File: src/rtl/apb_pkg.sv
// ---------------------------------------------------------------------------
// apb_pkg
// Shared definitions for the round-robin APB master:
//   - apb_state_e : bus-sequencer state encoding (00 is illegal and recovers
//                   to IDLE)
//   - APB_DEFAULT_WIDTH : default address/data bus width
//   - idx_width() : bit width needed to hold a requester index
// ---------------------------------------------------------------------------
package apb_pkg;

    localparam int APB_DEFAULT_WIDTH = 16;

    typedef enum logic [1:0] {
        ST_IDLE   = 2'b01,
        ST_SETUP  = 2'b10,
        ST_ACCESS = 2'b11
    } apb_state_e;

    // Width of a binary requester index; never narrower than one bit.
    function automatic int idx_width(input int n);
        return (n <= 2) ? 1 : $clog2(n);
    endfunction

endpackage

File: src/rtl/apb_rr_arbiter.sv
// ---------------------------------------------------------------------------
// apb_rr_arbiter
// Purely combinational round-robin arbiter. When enabled, it picks the first
// asserted request searching upward from (last_grant_i + 1) mod NUM_REQ with
// wrap-around.
// Ports:
//   req_i        : request vector, one bit per client
//   last_grant_i : index of the most recently granted client
//   enable_i     : grant opportunity this cycle
//   grant_o      : one-hot grant (all zero when disabled or no request)
//   grant_idx_o  : binary index of the granted client (0 when no grant)
// ---------------------------------------------------------------------------
import apb_pkg::*;

module apb_rr_arbiter #(
    parameter int NUM_REQ = 4,
    parameter int IDXW    = idx_width(NUM_REQ)
) (
    input  logic [NUM_REQ-1:0] req_i,
    input  logic [IDXW-1:0]    last_grant_i,
    input  logic               enable_i,
    output logic [NUM_REQ-1:0] grant_o,
    output logic [IDXW-1:0]    grant_idx_o
);

    logic [IDXW-1:0] cand;
    logic            found;

    // Walk the clients in priority order starting just after the last
    // winner; the first requester met wins.
    always_comb begin
        grant_o     = '0;
        grant_idx_o = '0;
        cand        = '0;
        found       = 1'b0;
        if (enable_i) begin
            for (int k = 0; k < NUM_REQ; k++) begin
                cand = IDXW'((int'(last_grant_i) + 1 + k) % NUM_REQ);
                if (!found && req_i[cand]) begin
                    found       = 1'b1;
                    grant_o[cand] = 1'b1;
                    grant_idx_o = cand;
                end
            end
        end
    end

endmodule

File: src/rtl/apb_rr_master.sv
// ---------------------------------------------------------------------------
// apb_rr_master
// Multi-requester APB master. NUM_REQ clients share one APB bus through
// round-robin arbitration; the winner's command is captured, sequenced
// through SETUP/ACCESS, and the result is returned to the owning client as a
// one-cycle registered response pulse.
// Ports:
//   pclk, preset             : clock, asynchronous active-high reset
//   req_valid/write/addr/wdata : per-client command (slice i at [i*WIDTH +: WIDTH])
//   req_ready                : one-hot combinational grant (command taken at this edge)
//   rsp_valid/rdata/err      : registered completion pulse, data and error
//   pready, prdata, pslverr  : APB slave response
//   psel, penable, pwrite, paddr, pwdata : APB master outputs
// A transfer that waits TIMEOUT ACCESS cycles without pready is aborted with
// an error response; TIMEOUT = 0 disables the abort.
// ---------------------------------------------------------------------------
import apb_pkg::*;

module apb_rr_master #(
    parameter int WIDTH   = APB_DEFAULT_WIDTH,
    parameter int NUM_REQ = 4,
    parameter int TIMEOUT = 64
) (
    input  logic                     pclk,
    input  logic                     preset,
    input  logic [NUM_REQ-1:0]       req_valid,
    input  logic [NUM_REQ-1:0]       req_write,
    input  logic [NUM_REQ*WIDTH-1:0] req_addr,
    input  logic [NUM_REQ*WIDTH-1:0] req_wdata,
    output logic [NUM_REQ-1:0]       req_ready,
    output logic [NUM_REQ-1:0]       rsp_valid,
    output logic [WIDTH-1:0]         rsp_rdata,
    output logic                     rsp_err,
    input  logic                     pready,
    input  logic [WIDTH-1:0]         prdata,
    input  logic                     pslverr,
    output logic                     psel,
    output logic                     penable,
    output logic                     pwrite,
    output logic [WIDTH-1:0]         paddr,
    output logic [WIDTH-1:0]         pwdata
);

    localparam int IDXW = idx_width(NUM_REQ);
    localparam int CW   = (TIMEOUT > 2) ? $clog2(TIMEOUT) : 1;
    localparam logic [CW-1:0] TO_LAST = (TIMEOUT > 0) ? CW'(TIMEOUT - 1) : '0;

    apb_state_e          state_q;
    logic [IDXW-1:0]     last_grant_q;
    logic [IDXW-1:0]     owner_q;
    logic [CW-1:0]       cnt_q;
    logic [WIDTH-1:0]    paddr_q;
    logic [WIDTH-1:0]    pwdata_q;
    logic                pwrite_q;
    logic                psel_q;
    logic                penable_q;
    logic [NUM_REQ-1:0]  rsp_valid_q;
    logic [WIDTH-1:0]    rsp_rdata_q;
    logic                rsp_err_q;

    logic [NUM_REQ-1:0]  rsp_valid_d;
    logic [WIDTH-1:0]    rsp_rdata_d;
    logic                rsp_err_d;

    logic                timeout_hit;
    logic                xfer_done;
    logic                arb_en;
    logic                load_cmd;
    logic [NUM_REQ-1:0]  grant;
    logic [IDXW-1:0]     grant_idx;
    logic [WIDTH-1:0]    win_addr;
    logic [WIDTH-1:0]    win_wdata;
    logic                win_write;

    // Completion happens on pready, or when the wait counter has reached its
    // last allowed value with the slave still stalling. Either one is also a
    // grant opportunity, which is what makes back-to-back transfers possible.
    always_comb begin
        timeout_hit = (TIMEOUT != 0) && (state_q == ST_ACCESS) && !pready &&
                      (cnt_q == TO_LAST);
        xfer_done   = (state_q == ST_ACCESS) && (pready || timeout_hit);
        arb_en      = (state_q == ST_IDLE) || xfer_done;
        load_cmd    = |grant;
    end

    apb_rr_arbiter #(
        .NUM_REQ (NUM_REQ),
        .IDXW    (IDXW)
    ) u_arb (
        .req_i        (req_valid),
        .last_grant_i (last_grant_q),
        .enable_i     (arb_en),
        .grant_o      (grant),
        .grant_idx_o  (grant_idx)
    );

    // Select the winner's command slice with a one-hot mux.
    always_comb begin
        win_addr  = '0;
        win_wdata = '0;
        win_write = 1'b0;
        for (int i = 0; i < NUM_REQ; i++) begin
            if (grant[i]) begin
                win_addr  = req_addr[i*WIDTH +: WIDTH];
                win_wdata = req_wdata[i*WIDTH +: WIDTH];
                win_write = req_write[i];
            end
        end
    end

    // Response for the cycle after completion. A timeout forces an error with
    // zero data; writes always return zero data.
    always_comb begin
        rsp_valid_d = '0;
        rsp_rdata_d = '0;
        rsp_err_d   = 1'b0;
        if (xfer_done) begin
            rsp_valid_d = NUM_REQ'(1) << owner_q;
            rsp_err_d   = timeout_hit || pslverr;
            if (!timeout_hit && !pwrite_q) begin
                rsp_rdata_d = prdata;
            end
        end
    end

    // Bus sequencer with registered APB outputs. Capturing the command is
    // done outside the case because it happens identically from IDLE and
    // from a completing ACCESS.
    always_ff @(posedge pclk or posedge preset) begin
        if (preset) begin
            state_q      <= ST_IDLE;
            last_grant_q <= IDXW'(NUM_REQ - 1);
            owner_q      <= '0;
            cnt_q        <= '0;
            paddr_q      <= '0;
            pwdata_q     <= '0;
            pwrite_q     <= 1'b0;
            psel_q       <= 1'b0;
            penable_q    <= 1'b0;
            rsp_valid_q  <= '0;
            rsp_rdata_q  <= '0;
            rsp_err_q    <= 1'b0;
        end else begin
            rsp_valid_q <= rsp_valid_d;
            rsp_rdata_q <= rsp_rdata_d;
            rsp_err_q   <= rsp_err_d;

            if (load_cmd) begin
                paddr_q      <= win_addr;
                pwdata_q     <= win_wdata;
                pwrite_q     <= win_write;
                owner_q      <= grant_idx;
                last_grant_q <= grant_idx;
            end

            case (state_q)
                ST_IDLE: begin
                    if (load_cmd) begin
                        state_q   <= ST_SETUP;
                        psel_q    <= 1'b1;
                        penable_q <= 1'b0;
                    end
                end
                ST_SETUP: begin
                    state_q   <= ST_ACCESS;
                    psel_q    <= 1'b1;
                    penable_q <= 1'b1;
                    cnt_q     <= '0;
                end
                ST_ACCESS: begin
                    if (xfer_done) begin
                        penable_q <= 1'b0;
                        if (load_cmd) begin
                            state_q <= ST_SETUP;
                            psel_q  <= 1'b1;
                        end else begin
                            state_q <= ST_IDLE;
                            psel_q  <= 1'b0;
                        end
                    end else begin
                        cnt_q <= cnt_q + CW'(1);
                    end
                end
                default: begin
                    state_q   <= ST_IDLE;
                    psel_q    <= 1'b0;
                    penable_q <= 1'b0;
                    pwrite_q  <= 1'b0;
                    paddr_q   <= '0;
                    pwdata_q  <= '0;
                end
            endcase
        end
    end

    assign req_ready = grant;
    assign rsp_valid = rsp_valid_q;
    assign rsp_rdata = rsp_rdata_q;
    assign rsp_err   = rsp_err_q;
    assign psel      = psel_q;
    assign penable   = penable_q;
    assign pwrite    = pwrite_q;
    assign paddr     = paddr_q;
    assign pwdata    = pwdata_q;

endmodule
File: config.mk
export PLATFORM = sky130hd
export DESIGN_NAME = apb_rr_master
export DESIGN_NICKNAME = d
export VERILOG_FILES = /design/src/rtl/apb_pkg.sv /design/src/rtl/apb_rr_arbiter.sv /design/src/rtl/apb_rr_master.sv
export SDC_FILE = /design/constraint.sdc
export NUM_CORES = 1
export LEC_CHECK = 0
export CORE_MARGIN = 2
export CORE_UTILIZATION = 43
export CTS_CLUSTER_SIZE = 20
export DETAILED_ROUTE_END_ITERATION = 10
export PLACE_DENSITY = 0.86
export SYNTH_ARGS = -nofsm -noshare
export SYNTH_HDL_FRONTEND = slang
export SYNTH_SLANG_ARGS = --single-unit
File: constraint.sdc
create_clock -name pclk -period 7.2 [get_ports pclk]
set_input_delay 1.44 -clock pclk [delete_from_list [all_inputs] [get_ports pclk]]
set_output_delay 1.44 -clock pclk [all_outputs]
set_load 0.05 [all_outputs]
==> qor.txt <==
Setup ws final: 1.020 ns
Final Cycle Share: 0.8583
Crit path launch type: input port
Mapped Area: 0.004119 mm2
Layout cells sized above 1: 0.06838
DRC: 0
Avg WL per Cell: 20.90 um
Largest net degree at the start of global routing: 54
Met2 wire length: 7746 um
Final GP Congestion: 0.9029
Cell leakage power: 2.592 nW
Synth cell count leaders: dfrtp_1 (65), o22a_1 (34), a221o_1 (33), a32o_1 (33), nor2_1 (21)
Filler cell count: 716
CTS Buffer Depth: 2
Area contributors post-synth: dfrtp_1 (39%), a221o_1 (8.0%), a32o_1 (8.0%)
Final hold vios: 0
First drt pass iteration count: 5
Synth Area per Inst: 10.75 um2
Hold path depth: 1
WS Path Type: input port to output port
Post-synth top area cell: dfrtp_1
Vias per cell: 5.950
Top FF cell, synth: dfrtp_1
DP Worst Slack: 1.055 ns
CP required: 5.76 ns
Setup TNS: 0 ns
Outcome: finished clean
Synth Instances: 383
DR vias: 4248
Rel. slew slack: 0.1591
Clock Latency Late Sink: 0.34 ns
Seq/Total Area, Yosys: 0.4140
Die Ht: 101.9 um
Grt total ovfl: 0
Core Area: 0.009284 mm2
Synth warn: 0
Final setup fails: 0
Worst-margin pin slew: 1.259 ns
Hold_sp: owner_q[1]$_DFFE_PP0P_
Die X: 101.9 um
I/O pin cnt: 216
Register area: 0.001705 mm2
FP Rows: 35
Area grow syn2layout: 57.35%
RSZ-0062 raised after global routing: false
CTS tree: yes
CTS H-tree depth: 3
Max cap viols: 0
N_diodes: 0
Port bufs: 215
WHS Endpoint: rsp_valid[0]$_DFF_PP0_
CP endpoint kind: output port
Post-cts hold buffer count: 0
Pwr Density: 446.8 mW/mm2
CP arrival: 4.74 ns
Hold WC Path Type: flop to flop
Synthesized Nets: 550
CP Max Fanout: 14
Vias in the first global route: 4296
Multi-input logic area: 0.002205 mm2
Fmax: 161.8 MHz
Total die area: 0.01038 mm2
Max Used Layer: met4
Crit Reg-Reg Startpoint: last_grant_q[0]$_DFFE_PP1P_
Top-count cell post-synth: dfrtp_1
Nets@finish: 747
VDD IR-drop max: 0.3789 mV
Number of enable flip-flop cells after synthesis: 0
Wl on met1: 5585 um
#FFs+latches synth: 68
Share of the synthesized area in the top cell type: 0.3949
Fin crit period: 6.180 ns
Clock transition at the registers of the reported paths: 0.08 ns
R2R cell count: 10
First DRT Iteration DRCs: 291
Launch point of the worst path: req_valid[3]
Hold WS: 0.4812 ns
Setup Fix Bufs, Post-CTS: 0
Post-synth cell types: 54
CTS Root Cell: clkbuf_8
Initial antenna violation count: 0
DP Wirelength: 11020 um
CTS Buf Count: 9
Routed wl met3: 1193 um
Max Slew Vio Count: 0
Pwr Total: 0.002896 W
R2r endpoint: paddr[8]$_DFFE_PP0P_
Final WL: 14920 um
Initial core utilization: 0.4437
Sink Count: 68
Final Skew: 0.01324 ns
GRT Util Overall: 0.2760
First-pass GRT wire length: 22140 um
Post-CTS sizing: 0
Reg2Reg Setup Slack: 2.79 ns
Final ANT Viol Nets: 0
Fraction of registers with async set/reset: 1.000
[layer usage]
layer,up-vias,GRT usage
met5,-,0
met1,2079,0.3230
met4,0,0.1097
li1,1940,-
met3,28,0.06293
met2,201,0.4904
[report_power, final]
group          internal [W]  switching, W  total (W)  leakage [nW]
clock              0.000126      0.000156   0.000282        0.0856
sequential         0.000487     0.0000684   0.000555         0.909
combinational      0.000830       0.00123    0.00206          1.60
total               0.00144       0.00145    0.00290          2.59
[cell families after synthesis]
group           share of synthesized area
buf+inv                           0.05893
flops                              0.4140
compound gates                     0.3162
xor+xnor                         0.006380
mux                               0.04617
simple gates                       0.1248
fa+ha+maj                         0.03341
[worst max-delay path: stages]
cell             delay, ns
clkdlybuf4s50_1       0.74
mux2i_1               0.33
or4_4                 0.59
a211oi_1              0.33
o22a_1                0.43
clkdlybuf4s50_1       0.88
[through the flow]
| step | cell area [um2] | std cells | util |
|---|---|---|---|
| final | 6481 | 714 | 0.6981 |
| after global routing | 6481 | 714 | 0.6981 |
| after CTS | 6481 | 714 | 0.6981 |
| after detailed placement | 6306 | 698 | 0.6792 |
| after global placement | 6306 | 698 | 0.6792 |
| after floorplan | 4119 | 383 | - |
[how the worst max path moves through the flow]
stage               cells past startpoint      endpoint
floorplan                               8  req_ready[3]
global placement                        6  req_ready[0]
detailed placement                      6  req_ready[0]
CTS                                     6  req_ready[0]
global route                            6  req_ready[0]
finish                                  6  req_ready[0]
[cells in the final DEF, fill, tap and decap left out, types with 3 or more instances in the layout]
| master | synthesis | routed |
|---|---|---|
| a211oi_1 | 3 | 3 |
| a21oi_1 | 9 | 8 |
| a221o_1 | 33 | 33 |
| a221oi_1 | 4 | 4 |
| a32o_1 | 33 | 33 |
| and2_1 | 18 | 18 |
| and3_1 | 5 | 5 |
| buf_4 | 2 | 5 |
| clkbuf_8 | 0 | 9 |
| clkdlybuf4s50_1 | 0 | 215 |
| dfrtp_1 | 65 | 65 |
| dfstp_2 | 3 | 3 |
| ha_1 | 11 | 11 |
| inv_1 | 12 | 11 |
| mux2_2 | 4 | 4 |
| mux2i_1 | 10 | 10 |
| nand2_1 | 18 | 18 |
| nand3_1 | 8 | 8 |
| nand4_1 | 4 | 4 |
| nor2_1 | 21 | 20 |
| nor3_1 | 5 | 5 |
| nor4_1 | 3 | 3 |
| o21ai_0 | 5 | 5 |
| o22a_1 | 34 | 34 |
| xor2_1 | 3 | 3 |
[sequential cells by signal (all words and copies together) (netlist names)]
| name | flops |
|---|---|
| cnt_q | 6 |
| last_grant_q | 2 |
| owner_q | 2 |
| paddr | 16 |
| penable | 1 |
| psel | 1 |
| pwdata | 16 |
| pwrite | 1 |
| rsp_err | 1 |
| rsp_rdata | 16 |
| rsp_valid | 4 |
| state_q | 2 |
[area by class of cell]
type / instances / share of cell area
Multi-Input combinational cell: 269 / 0.3402
Clock inverter: 7 / 0.007915
Clock buffer: 9 / 0.01911
Timing Repair Buffer: 220 / 0.3378
Sequential cell: 68 / 0.2631
Inverter: 12 / 0.006950
Tap cell: 129 / 0.02490
Power figures use the tool's default switching activity.
